<file path="src/rtl/mem_pkg.sv">
// Shared definitions for the memory stage: load/store opcodes, FSM state, byte enables.
package mem_pkg;
  localparam logic [5:0] OP_LB  = 6'd32;
  localparam logic [5:0] OP_LH  = 6'd33;
  localparam logic [5:0] OP_LWL = 6'd34;
  localparam logic [5:0] OP_LW  = 6'd35;
  localparam logic [5:0] OP_LBU = 6'd36;
  localparam logic [5:0] OP_LHU = 6'd37;
  localparam logic [5:0] OP_LWR = 6'd38;
  localparam logic [5:0] OP_SB  = 6'd40;
  localparam logic [5:0] OP_SH  = 6'd41;
  localparam logic [5:0] OP_SWL = 6'd42;
  localparam logic [5:0] OP_SW  = 6'd43;
  localparam logic [5:0] OP_SWR = 6'd46;

  typedef enum logic {IDLE, WAIT} state_t;
  typedef logic [3:0] be_t;

  function automatic logic is_load(input logic [5:0] op);
    return op inside {OP_LB, OP_LH, OP_LWL, OP_LW, OP_LBU, OP_LHU, OP_LWR};
  endfunction

  function automatic logic is_store(input logic [5:0] op);
    return op inside {OP_SB, OP_SH, OP_SWL, OP_SW, OP_SWR};
  endfunction

  // Byte offset actually used: halfword/word accesses are forced to natural alignment.
  function automatic logic [1:0] eff_off(input logic [5:0] op, input logic [1:0] a);
    case (op)
      OP_LH, OP_LHU, OP_SH: return {a[1], 1'b0};
      OP_LW, OP_SW:         return 2'b00;
      default:              return a;
    endcase
  endfunction
endpackage

</file>
<file path="src/rtl/load_align.sv">
// Load data alignment: lane select, sign/zero extension and lwl/lwr merge with rt.
module load_align
  import mem_pkg::*;
(
  input  logic [5:0]  opcode,
  input  logic [1:0]  off,
  input  logic [31:0] rdata,
  input  logic [31:0] rt,
  output logic [31:0] data
);
  logic [4:0]  sh;
  logic [31:0] rs;
  logic [7:0]  b;
  logic [15:0] h;
  logic [31:0] lwl_v, lwr_v;

  assign sh = {off, 3'b000};
  assign rs = rdata >> sh;
  assign b  = rs[7:0];
  assign h  = off[1] ? rdata[31:16] : rdata[15:0];
  // lwl fills from the top down, lwr from the bottom up; untouched bytes keep rt
  assign lwl_v = (rdata << {~off, 3'b000}) | (rt & (32'h00FF_FFFF >> sh));
  assign lwr_v = rs | (rt & ~(32'hFFFF_FFFF >> sh));

  always_comb begin
    data = rdata;
    case (opcode)
      OP_LB:   data = {{24{b[7]}}, b};
      OP_LBU:  data = {24'd0, b};
      OP_LH:   data = {{16{h[15]}}, h};
      OP_LHU:  data = {16'd0, h};
      OP_LWL:  data = lwl_v;
      OP_LWR:  data = lwr_v;
      default: data = rdata;
    endcase
  end
endmodule

</file>
<file path="src/rtl/mem_stage.sv">
// Pipeline memory stage with IDLE/WAIT handshake FSM.
// MEM_MISALIGN_TRAP_EN: trap misaligned lh/lhu/sh/lw/sw instead of forcing alignment.
module mem_stage
  import mem_pkg::*;
(
  input  logic        clk,
  input  logic        rst,
  input  logic [5:0]  opcode,
  input  logic [4:0]  rd,
  input  logic        register_write,
  input  logic [31:0] result,
  input  logic [31:0] address,
  input  logic [31:0] mem_rdata,
  input  logic        mem_ack,
  output logic        mem_req,
  output logic        mem_we,
  output logic [31:0] mem_addr,
  output logic [3:0]  mem_be,
  output logic [31:0] mem_wdata,
  output logic [5:0]  opcode_o,
  output logic [4:0]  rd_o,
  output logic        register_write_o,
  output logic [31:0] result_o,
  output logic        stall_o
`ifdef MEM_MISALIGN_TRAP_EN
  ,
  output logic        addr_error_o
`endif
);
  state_t      state;
  logic [5:0]  op_q;
  logic [4:0]  rd_q;
  logic        rw_q;
  logic [31:0] rt_q;
  logic [31:0] addr_q;
  logic        misalign, issue, st_q;
  logic [31:0] ld_data, wd_st;
  be_t         be_st;

`ifdef MEM_MISALIGN_TRAP_EN
  assign misalign = (((opcode == OP_LH) || (opcode == OP_LHU) || (opcode == OP_SH)) && address[0]) ||
                    (((opcode == OP_LW) || (opcode == OP_SW)) && (address[1:0] != 2'b00));
`else
  assign misalign = 1'b0;
`endif

  assign issue   = (is_load(opcode) || is_store(opcode)) && !misalign;
  assign stall_o = !rst && ((state == IDLE) ? issue : !mem_ack);
  assign st_q    = is_store(op_q);

  load_align u_align (
    .opcode (op_q),
    .off    (addr_q[1:0]),
    .rdata  (mem_rdata),
    .rt     (rt_q),
    .data   (ld_data)
  );

  always_comb begin
    be_st = 4'b1111;
    wd_st = rt_q;
    case (op_q)
      OP_SB:  begin be_st = 4'b0001 << addr_q[1:0]; wd_st = {4{rt_q[7:0]}}; end
      OP_SH:  begin be_st = 4'b0011 << addr_q[1:0]; wd_st = {2{rt_q[15:0]}}; end
      OP_SWL: begin be_st = 4'b1111 >> ~addr_q[1:0]; wd_st = rt_q >> {~addr_q[1:0], 3'b000}; end
      OP_SWR: begin be_st = 4'b1111 << addr_q[1:0]; wd_st = rt_q << {addr_q[1:0], 3'b000}; end
      default: ;
    endcase
  end

  // request fields come from latched state, so they stay constant through WAIT
  assign mem_req   = (state == WAIT);
  assign mem_we    = mem_req && st_q;
  assign mem_addr  = mem_req ? {addr_q[31:2], 2'b00} : 32'd0;
  assign mem_be    = mem_req ? (st_q ? be_st : 4'b1111) : 4'b0000;
  assign mem_wdata = (mem_req && st_q) ? wd_st : 32'd0;

  always_ff @(posedge clk or posedge rst) begin
    if (rst) begin
      state            <= IDLE;
      op_q             <= '0;
      rd_q             <= '0;
      rw_q             <= 1'b0;
      rt_q             <= '0;
      addr_q           <= '0;
      opcode_o         <= '0;
      rd_o             <= '0;
      register_write_o <= 1'b0;
      result_o         <= '0;
`ifdef MEM_MISALIGN_TRAP_EN
      addr_error_o     <= 1'b0;
`endif
    end else begin
      case (state)
        IDLE: begin
          if (issue) begin
            op_q             <= opcode;
            rd_q             <= rd;
            rw_q             <= register_write;
            rt_q             <= result;
            addr_q           <= {address[31:2], eff_off(opcode, address[1:0])};
            register_write_o <= 1'b0;
            state            <= WAIT;
          end else begin
            opcode_o         <= opcode;
            rd_o             <= rd;
            register_write_o <= register_write && !misalign;
            result_o         <= result;
`ifdef MEM_MISALIGN_TRAP_EN
            addr_error_o     <= misalign;
`endif
          end
        end
        WAIT: begin
          if (mem_ack) begin
            opcode_o         <= op_q;
            rd_o             <= rd_q;
            register_write_o <= rw_q && is_load(op_q);
            result_o         <= is_load(op_q) ? ld_data : rt_q;
`ifdef MEM_MISALIGN_TRAP_EN
            addr_error_o     <= 1'b0;
`endif
            state            <= IDLE;
          end else begin
            register_write_o <= 1'b0;
          end
        end
        default: state <= IDLE;
      endcase
    end
  end
endmodule
</file>
<file path="config.mk">
export PLATFORM = sky130hd
export DESIGN_NAME = mem_stage
export DESIGN_NICKNAME = d
export VERILOG_FILES = /design/src/rtl/mem_pkg.sv /design/src/rtl/load_align.sv /design/src/rtl/mem_stage.sv
export SDC_FILE = /design/constraint.sdc
export NUM_CORES = 1
export LEC_CHECK = 0
export CAP_MARGIN = 0
export CORE_MARGIN = 2
export CORE_UTILIZATION = 55
export CTS_CLUSTER_SIZE = 14
export DETAILED_ROUTE_END_ITERATION = 10
export PLACE_DENSITY_LB_ADDON = 0.05
export SLEW_MARGIN = 10
export SYNTH_ARGS = -nofsm -noshare
export SYNTH_HDL_FRONTEND = slang
export SYNTH_HIERARCHICAL = 1
export SYNTH_SLANG_ARGS = --single-unit
</file>
<file path="constraint.sdc">
create_clock -name clk -period 9.1 [get_ports clk]
set_input_delay 1.365 -clock clk [delete_from_list [all_inputs] [get_ports clk]]
set_output_delay 1.365 -clock clk [all_outputs]
set_load 0.01 [all_outputs]
</file>
Yosys cells after proc, flatten, opt, wreduce, memory -nomap -nowiden
Cells that the tools add are included.

Bits in registers: 121. Input port bits: 111. Output and inout bits: 115. Word-level logic and storage cells: 93.

Equal/unequal tests: 26. Shift-type cells: 10. Mux-type cells: 26. Bitwise gates (word level): 7. Reduce and logical (&&, ||, !) cells: 14.

Operators with widths (number): $pmux W32 S6 (1); $mux W32 (5); $eq A6 B6 Y1 const B (24); $pmux W32 S4 (1); $and A32 B32 Y32 (2); $or A32 B32 Y32 (2); $pmux W32 S2 (1); $shl A32 B5 Y32 (2); $shr A32 B5 Y32 (2); $not A32 Y32 (1); $shr A24 B5 Y32 const A (1); $shr A32 B5 Y32 const A (1); $mux W16 (1); $pmux W4 S4 (1); $reduce_bool A7 Y1 (2); $mux W6 (2); $pmux W6 S2 (1); $mux W5 (2); $pmux W5 S2 (1); $reduce_bool A5 Y1 (2); $mux W4 (2); $mux W1 (5); $ne A2 B2 Y1 const B (2); $pmux W1 S2 (2); other kinds (13) (17).

Logic depth before layout (Yosys ltp)
Depth after elaboration: 8. Gate-level depth with buffers: 10. Gate-level depth less buffers: 7.

Cells and area by module
Netlist, hierarchy kept.

By module, submodules not included: mem_stage (times used 1, cells an instance 719, area an instance 7141.8 um2, seq. area each 3027.9 um2); load_align (times used 1, cells an instance 193, area an instance 1866.8 um2, seq. area each 0.0 um2).

Worst setup path after synthesis
No wires, ideal clock.

Kind: input to output. From: input port opcode[1]. To: output port stall_o. Arrival: 2.540 ns. Data required time: 7.735 ns. Path slack: 5.195 ns. Stages on the path: 6. Buffers on the path: 2. Cell sequence: mux2_4 o2bb2ai_2 or2_1 buf_2 buf_2 nor2_1.

Longest elaborated chain between the ends: 5. Elaborated cells on any way between the ends: 17. Classes of those cells: eq/ne: 12; mux: 1; reduce/logical: 4.

Ends and longest elaborated chain: start: declaration (RTL line mem_stage.sv:8) `input logic [5:0] opcode,`; $eq A6 B6 Y1 (on tied branches) (RTL line mem_pkg.sv:20, mem_pkg.sv:24); $reduce_bool A7 Y1 or $reduce_bool A5 Y1 (tied branches) (RTL line mem_pkg.sv:20, mem_pkg.sv:24); $logic_or A1 B1 Y1 (*) (RTL line mem_stage.sv:47) `assign issue = (is_load(opcode) || is_store(opcode)) && !misalign;`; $mux W1 (*) (RTL line mem_stage.sv:48) `assign stall_o = !rst && ((state == IDLE) ? issue : !mem_ack);`; $logic_and A1 B1 Y1 (*) (RTL line mem_stage.sv:48); end: declaration (RTL line mem_stage.sv:24) `output logic stall_o`.

Mark *: on every way between the ends. The rest lies on a longest branch, timed or not.

Worst setup path in the final report
Same ends and word-level chain as after synthesis.

==> results.json <==
{
  "outcome": "finished clean",
  "synthDistinctLibCells": 60,
  "power_switching_uw": 1460,
  "ir_drop_v": 0.000198,
  "dieArea_mm2": 0.0174,
  "hold_end": "addr_q[18]",
  "tightest_slew_ns": 1.06,
  "ioPinCount": 226,
  "cts_tree": "built",
  "die_w_um": 132,
  "critPathBufInv": 3,
  "layout.cells.non_filler": 1321,
  "routedWlPerCell_um": 22.0,
  "slowest_delay_ns": 0.57,
  "syn2layout_area_growth_pct": 31.8,
  "grt_start_max_net_pins": 83,
  "clk_path_buf_depth": 2,
  "n_antenna_cell": 0,
  "grt_usage": 0.335,
  "synth_seq_cells": 121,
  "synthFlopType": "dfrtp_1",
  "path_cells": "clkdlybuf4s50_1 > mux2_4 > o2bb2ai_4 > buf_4 > or2_1 > nor2_1 > clkdlybuf4s50_1",
  "cts_setup_buffers": 0,
  "r2r_start": "addr_q[1]",
  "post_cts_resized": 0,
  "cts.clk_slew.worst_paths_ns": 0.06,
  "critPathLaunchType": "input port",
  "cts-root-buf": "clkbuf_16",
  "cts.sink_count": 121,
  "p_clk_frac": 0.193,
  "first_pass_iters": 6,
  "final_common_cell": "clkdlybuf4s50_1",
  "synthesis.area_mm2": 0.00901,
  "yosysSeqAreaShare": 0.336,
  "finalMaxSlewViolations": 0,
  "initial_utilization": 0.565,
  "hpwl_mm": 20.2,
  "min_path_type": "reg -> reg",
  "insertion_delay_ns": 0.43,
  "p_int_uw": 2080,
  "wl_mm": 29.1,
  "timing.rr.end": "result_o[31]",
  "setup_viol": 0,
  "first_global_vias": 8274,
  "drt-initial-drc-count": 1040,
  "nets": 1203,
  "final_cell_mix": "clkdlybuf4s50_1, mux2i_1, dfrtp_1",
  "crit_path_frequent_cell": "clkdlybuf4s50_1",
  "finalSetupTns_ns": 0,
  "dp.cells": 1289,
  "period_minus_slack_ns": 5.04,
  "async_flop_share": 1.00,
  "max_slew_margin": 0.296,
  "drv_cap": 0,
  "rsz0062_at_grt": "no",
  "hp-start": "addr_q[18]",
  "antenna_found_initial": 1,
  "drc": 0,
  "die_y_um": 132,
  "grt_pass1_wl_mm": 45.9,
  "cts_made_buffers": 17,
  "hold_buffers": 0,
  "syn_inst": 912,
  "rows": 46,
  "switching_share": 0.413,
  "utilization": 0.745,
  "end_kind": "primary output",
  "drtAntennaViolNets": 0,
  "crit_path_max_fanout": 46,
  "combPwrFrac": 0.507,
  "critPathTopFamily": "buffers and inverters",
  "skew_ns": 0.0103,
  "routabilityCongestion": 0.924,
  "hold_violations": 0,
  "drive_gt1_frac": 0.148,
  "p_leak_uw": 0.00472,
  "period_share": 0.553,
  "port_buffers": 223,
  "timing.setup.critical_path_class": "in -> out",
  "required_ns": 7.74,
  "p_per_area_mw_per_mm2": 298,
  "yosys_warnings": 6,
  "p_seq_frac": 0.300,
  "hold_depth": 1,
  "worst-r2r-cell-count": 8,
  "crit_arrival_ns": 3.67,
  "r2r_slack_ns": 5.35,
  "overflow": 0,
  "htreeDepth": 4,
  "fmax_mhz": 199,
  "synth_edf_count": 0,
  "vias": 8434,
  "critPathSlowestCell": "clkdlybuf4s50_1",
  "routed_via_density": 6.38,
  "core_mm2": 0.0159,
  "syn_avg_cell_area_um2": 9.88
}
==> power by group through the flow <==
stage	Clock [uW]	Combinational (uW)	Sequential (uW)
finish	684	1800	1060
global route	718	1930	1090
CTS	695	1780	1050
detailed placement	0	1770	1050
global placement	0	1750	1050
floorplan	0	1210	933
==> cell type report <==
type / count / area (um^2)
well taps: 216 / 270
repair buffers: 238 / 2340
clock inverters: 14 / 164
clock buffers: 18 / 429
multi-input cells: 683 / 5520
inverters: 31 / 119
fillers: 1194 / 4070
flip-flops and latches: 121 / 3030
==> flip-flops by register name (all words and copies together), names as in the netlist <==
register          flops
rd_q                  5
register_write_o      1
addr_q               32
rd_o                  5
mem_req               1
opcode_o              6
rt_q                 32
result_o             32
op_q                  6
rw_q                  1
==> routing by layer <==
layer	track usage	wire length, um
met2	0.507	13200
met5	0	0
met3	0.107	3490
met4	0.166	1190
met1	0.434	11200
==> how the worst max path moves through the flow <==
stage | start | endpoint | cells after the start
2_1_floorplan | rst | addr_q[0] | 1
3_3_place_gp | opcode[1] | stall_o | 7
3_5_place_dp | opcode[1] | stall_o | 7
4_1_cts | opcode[1] | stall_o | 7
5_1_grt | mem_req | mem_wdata[31] | 6
6_report | opcode[1] | stall_o | 7
==> cell families after synthesis <==
family          after synthesis  share of synthesized area
other cells                   1                   0.000416
flops                       121                      0.336
simple gates                203                      0.118
compound gates              251                      0.202
buf+inv                     109                     0.0556
mux                         227                      0.288
==> through the flow <==
step                instance area, um^2  hold slack, ns  setup slack [ns]  power (uW)
floorplan                          9010           0.472              4.52        2140
global placement                  11300           0.481              4.08        2790
detailed placement                11300           0.487              4.07        2820
CTS                               11900           0.500              4.06        3520
global route                      11900           0.512              3.90        3730
finish                            11900           0.494              4.06        3540
==> synth_stat cells, types with 18 or more instances <==
library cell | number | area, um^2
o22a_1 | 23 | 201
a21oi_1 | 20 | 100
nor2_1 | 24 | 90.1
inv_1 | 30 | 113
mux2i_1 | 130 | 1300
clkbuf_1 | 31 | 116
dfrtp_1 | 121 | 3030
o2bb2ai_1 | 30 | 263
and2_1 | 32 | 200
nor3_1 | 18 | 90.1
nand2_1 | 60 | 225
nand2b_1 | 29 | 181
buf_2 | 30 | 150
o21ai_0 | 67 | 335
mux2_2 | 79 | 890
a22oi_1 | 35 | 263
Power figures use the tool's default switching activity.
